### src/rtl/apb_master.sv
// APB master: one command in, one APB transfer out, one-cycle response pulse.
// Ports: pclk/PRESETn, cmd_* request, rsp_* completion, p* APB master side.
module apb_master #(
  parameter int ADDR_WIDTH = 10,
  parameter int DATA_WIDTH = 32,
  parameter int TIMEOUT    = 16
) (
  input  logic                  pclk,
  input  logic                  PRESETn,
  input  logic                  cmd_valid,
  output logic                  cmd_ready,
  input  logic                  cmd_write,
  input  logic [ADDR_WIDTH-1:0] cmd_addr,
  input  logic [DATA_WIDTH-1:0] cmd_wdata,
  output logic                  rsp_valid,
  output logic [DATA_WIDTH-1:0] rsp_rdata,
  output logic                  rsp_err,
  output logic                  rsp_timeout,
  output logic                  psel,
  output logic                  penable,
  output logic                  pwrite,
  output logic [ADDR_WIDTH-1:0] paddr,
  output logic [DATA_WIDTH-1:0] pwdata,
  input  logic [DATA_WIDTH-1:0] prdata,
  input  logic                  pready,
  input  logic                  pslverr
);

  localparam logic [1:0] IDLE   = 2'd0;
  localparam logic [1:0] SETUP  = 2'd1;
  localparam logic [1:0] ACCESS = 2'd2;

  localparam logic [8:0] TO_LIM = TIMEOUT[8:0];

  logic [1:0]            state_q, state_d;
  logic [7:0]            cnt_q, cnt_d;
  logic                  run_q;
  logic [ADDR_WIDTH-1:0] paddr_q, paddr_d;
  logic                  pwrite_q, pwrite_d;
  logic [DATA_WIDTH-1:0] pwdata_q, pwdata_d;
  logic                  rv_q, rv_d;
  logic [DATA_WIDTH-1:0] rd_q, rd_d;
  logic                  err_q, err_d;
  logic                  to_q, to_d;
  logic [8:0]            cnt_inc;

  assign cnt_inc = {1'b0, cnt_q} + 9'd1;

  always_comb begin
    state_d  = state_q;
    cnt_d    = cnt_q;
    paddr_d  = paddr_q;
    pwrite_d = pwrite_q;
    pwdata_d = pwdata_q;
    rv_d     = 1'b0;
    rd_d     = rd_q;
    err_d    = err_q;
    to_d     = to_q;
    unique case (state_q)
      IDLE: begin
        if (cmd_valid && run_q) begin
          paddr_d  = cmd_addr;
          pwrite_d = cmd_write;
          pwdata_d = cmd_write ? cmd_wdata : '0;
          cnt_d    = '0;
          state_d  = SETUP;
        end
      end
      SETUP: state_d = ACCESS;
      ACCESS: begin
        if (pready) begin
          rv_d    = 1'b1;
          rd_d    = pwrite_q ? '0 : prdata;
          err_d   = pslverr;
          to_d    = 1'b0;
          state_d = IDLE;
        end else if (cnt_inc == TO_LIM) begin
          // slave never answered: abort with a timeout response
          rv_d    = 1'b1;
          rd_d    = '0;
          err_d   = 1'b1;
          to_d    = 1'b1;
          state_d = IDLE;
        end else begin
          cnt_d = cnt_inc[7:0];
        end
      end
      default: state_d = IDLE;
    endcase
  end

  always_ff @(posedge pclk or negedge PRESETn) begin
    if (!PRESETn) begin
      state_q  <= IDLE;
      cnt_q    <= '0;
      run_q    <= 1'b0;
      paddr_q  <= '0;
      pwrite_q <= 1'b0;
      pwdata_q <= '0;
      rv_q     <= 1'b0;
      rd_q     <= '0;
      err_q    <= 1'b0;
      to_q     <= 1'b0;
    end else begin
      state_q  <= state_d;
      cnt_q    <= cnt_d;
      run_q    <= 1'b1;
      paddr_q  <= paddr_d;
      pwrite_q <= pwrite_d;
      pwdata_q <= pwdata_d;
      rv_q     <= rv_d;
      rd_q     <= rd_d;
      err_q    <= err_d;
      to_q     <= to_d;
    end
  end

  // run_q keeps cmd_ready low until the first edge after reset release
  assign cmd_ready   = (state_q == IDLE) && run_q;
  assign psel        = (state_q == SETUP) || (state_q == ACCESS);
  assign penable     = (state_q == ACCESS);
  assign pwrite      = pwrite_q;
  assign paddr       = paddr_q;
  assign pwdata      = pwdata_q;
  assign rsp_valid   = rv_q;
  assign rsp_rdata   = rd_q;
  assign rsp_err     = err_q;
  assign rsp_timeout = to_q;

endmodule

### config.mk
export PLATFORM = sky130hd
export DESIGN_NAME = apb_master
export DESIGN_NICKNAME = d
export VERILOG_FILES = /design/src/rtl/apb_master.sv
export SDC_FILE = /design/constraint.sdc
export NUM_CORES = 1
export LEC_CHECK = 0
export ABC_AREA = 1
export BUFFER_PORTS_ARGS = -buffer_cell sky130_fd_sc_hd__buf_2
export CORE_MARGIN = 2
export CORE_UTILIZATION = 48
export DETAILED_ROUTE_END_ITERATION = 10
export HOLD_SLACK_MARGIN = 0.05
export PLACE_DENSITY = 0.77
export REMOVE_ABC_BUFFERS = 1
export SKIP_LAST_GASP = 1
export SLEW_MARGIN = 20
export SYNTH_ARGS = -nofsm -noshare
export SYNTH_HDL_FRONTEND = slang
export SYNTH_SLANG_ARGS = --single-unit
### constraint.sdc
create_clock -name pclk -period 2.3 [get_ports pclk]
set_input_delay 0.345 -clock pclk [delete_from_list [all_inputs] [get_ports pclk]]
set_output_delay 0.345 -clock pclk [all_outputs]
set_load 0.02 [all_outputs]
==> run_results.csv <==
group,metric,value,unit
critical_path,reg2reg_from,"cnt_q[1]$_DFFE_PN0P_",
synth,syn-instance-count,484,
detailed_routing,dr_wl_met2,4.551,mm
global_route,grt_usage,0.2221,
timing,fin_crit_sh,0.8721,
critical_path,worstReg2RegEnd,"rsp_rdata[16]$_DFFE_PN0P_",
detailed_routing,drt_iter0_markers,166,
cts,htreeDepth,3,
synth,synth_top_area_frac,0.5644,
timing,worstMarginPinSlew,0.7257,ns
detailed_routing,wl,9.713,mm
detailed_routing,avgRoutedWirePerCell,12.88,µm
timing,clock_skew,0.009246,ns
pwr,p_leak,3.052,nW
detailed_routing,via_per_inst,4.894,
cells_and_area,final_cell_mix,"nand2_1, buf_2, dfrtp_1, nand3_1",
global_route,overflow,0,
synth,ys_ff_latch,89,
cells_and_area,final_area,0.005109,mm²
floorplanning,num_rows,33,
cts,clockBufferDepth,2,
pwr,peakVddDrop,588.3,µV
min_path,hold_path.class,"in2async",
critical_path,critPathMaxFanout,20,
cts,clk_pin_slew,0.09,ns
timing,period_needed,2.006,ns
run,max-cap-violations,0,
floorplanning,fp.dieW,94.67,µm
synth,syn_avg_cell_area,8.153,µm²
detailed_routing,top_layer_used,"met4",
timing,tns,0,ns
cts,cts-resized-gates,0,
timing,maxSlewHeadroom,0.5162,
placed_design,place_area,0.004880,mm²
detailed_routing,vias,3690,
detailed_routing,wl_met1,4.222,mm
timing,hold_viol,0,
synth,seq_area_frac_synth,0.5644,
synth,synth_area,0.003946,mm²
synth,yosys_warnings,0,
detailed_routing,drt-pass1-iter-count,4,
detailed_routing,ant_nets,0,
detailed_routing,wl_met3,754,µm
floorplanning,core_area,0.008093,mm²
cts,cts_setup_buffers,0,
cells_and_area,fill_cells,729,
cells_and_area,drive_above_1_share,0.3035,
critical_path,worst_setup_path_start_kind,"flip-flop",
cts,cts_tree,"yes",
timing,setup_viol,0,
cts,cts_hold_buf,0,
placed_design,hpwl,6.878,mm
cells_and_area,antennaDiodeCount,0,
cts,clock_sinks,89,
global_route,grt_antenna_before_repair,0,
global_route,grt_max_degree,57,
timing,worst_hold_slack,0.03356,ns
critical_path,path_class,"reg2reg",
timing,fmax,498.6,MHz
floorplanning,dieArea,0.008962,mm²
floorplanning,die_h,94.67,µm
critical_path,reg2reg_depth,9,
critical_path,rrSetupSlack,0.29,ns
placed_design,gp_congestion,0.9014,
cells_and_area,area_delta_synth_final,29.45,%
floorplanning,ios,161,
cts,clockRootBuffer,"clkbuf_8",
placed_design,io_buffers,160,
timing,drv_slew,0,
run_status,outcome,"complete, no violations",
critical_path,cp.arrival,2.24,ns
cts,clk_latency,0.35,ns
cells_and_area,layout.nets,729,
synth,synth_top_cells_by_area,"dfrtp_1, nand2_1, nand3_1, inv_1, nor2_1",
cells_and_area,final_common_cell,"nand2_1",
synth,yosys.area.top_type,"dfrtp_1",
cells_and_area,final_util,0.6313,
synth,ys_types,23,
global_route,grt_pass1_vias,3490,
detailed_routing,drc,0,
cts,cts-buffers-inserted,9,
critical_path,cp_data_required_time,2.54,ns
timing,rsz0062_at_grt,"no",
global_route,grt_pass1_wl,15.61,mm
floorplanning,start_util,0.4876,
critical_path,critPathCaptureType,"flip-flop",
pwr,power_density,1208,mW/mm²
-- synth_stat cells --
cell type / n
nor2_4: 1
o21ai_1: 2
a21boi_0: 1
o21ai_0: 1
clkbuf_1: 18
nand3b_1: 2
nand4_1: 10
buf_6: 1
inv_2: 3
nand3_2: 2
ha_1: 5
nand2_1: 211
a21oi_1: 4
buf_2: 4
buf_4: 1
nor2_1: 29
conb_1: 1
inv_1: 29
nor2_2: 1
nand3_1: 67
nand4_4: 1
dfrtp_1: 89
nand2_4: 1
-- power by group --
| part | internal (mW) | leakage [nW] | switching, mW | total (mW) |
|---|---|---|---|---|
| Clock | 0.562 | 0.103 | 0.537 | 1.10 |
| Sequential | 2.18 | 1.16 | 0.342 | 2.52 |
| Combinational | 0.845 | 1.79 | 1.71 | 2.55 |
| Total | 3.59 | 3.05 | 2.58 | 6.17 |
-- layout make-up --
class,instances,area [µm²],area share
Clock inverter,4,51.30,0.01004
Sequential cell,89,2227,0.4360
Inverter,32,120.1,0.02351
Tap cell,105,131.4,0.02572
Timing Repair Buffer,173,925.9,0.1812
Multi-Input combinational cell,339,1498,0.2932
Clock buffer,12,155.1,0.03037
-- metrics by stage --
stage	power [mW]	std cells	setup WS (ns)
after floorplan	4.064	460	-0.6518
after global placement	5.050	735	0.2695
after detailed placement	5.117	735	0.1840
after CTS	6.219	751	0.1461
after global routing	6.594	754	0.07777
final	6.172	754	0.2942
-- worst max path at each step --
stage | start | end | slack [ns] | cells past startpoint
3_5_place_dp | cnt_q[1]$_DFFE_PN0P_ | rsp_rdata[23]$_DFFE_PN0P_ | 0.18 | 11
3_3_place_gp | cnt_q[1]$_DFFE_PN0P_ | cnt_q[2]$_DFFE_PN0P_ | 0.27 | 11
2_1_floorplan | state_q[0]$_DFFE_PN0P_ | cnt_q[0]$_DFFE_PN0P_ | -0.65 | 9
4_1_cts | cnt_q[1]$_DFFE_PN0P_ | rsp_rdata[16]$_DFFE_PN0P_ | 0.15 | 11
5_1_grt | cnt_q[1]$_DFFE_PN0P_ | rsp_rdata[16]$_DFFE_PN0P_ | 0.08 | 11
6_report | cnt_q[1]$_DFFE_PN0P_ | rsp_rdata[16]$_DFFE_PN0P_ | 0.29 | 9
-- kinds of logic (layout without fill, tap and decap cells) --
family,count (synthesis),after routing,share of synthesized area
other cells,1,1,0.0009503
flops,89,89,0.5644
fa+ha+maj,5,5,0.01585
simple gates,325,325,0.3507
compound gates,8,8,0.01078
buf+inv,56,221,0.05739
-- worst max-delay path: stages (launching register included) --
cell and delay [ns]:
dfrtp_1 0.43, ha_1 0.28, nand3_2 0.14, o21ai_1 0.19
nand2_1 0.11, nor2_4 0.14, nand4_4 0.18, buf_4 0.27
nand3_1 0.09, nand2_1 0.07
-- state kept, by name (all words and copies together) (netlist names) --
name	flops
pwdata	32
rsp_rdata	32
paddr	10
cnt_q	8
state_q	2
pwrite	1
rsp_err	1
rsp_timeout	1
rsp_valid	1
run_q	1
-- metal layers --
layer,vias up,global-route usage
li1,1829,-
met1,1719,0.2907
met2,125,0.3463
met3,17,0.07342
met4,0,0.07971
met5,-,0
Note: power is estimated with default switching activity, not from simulation.
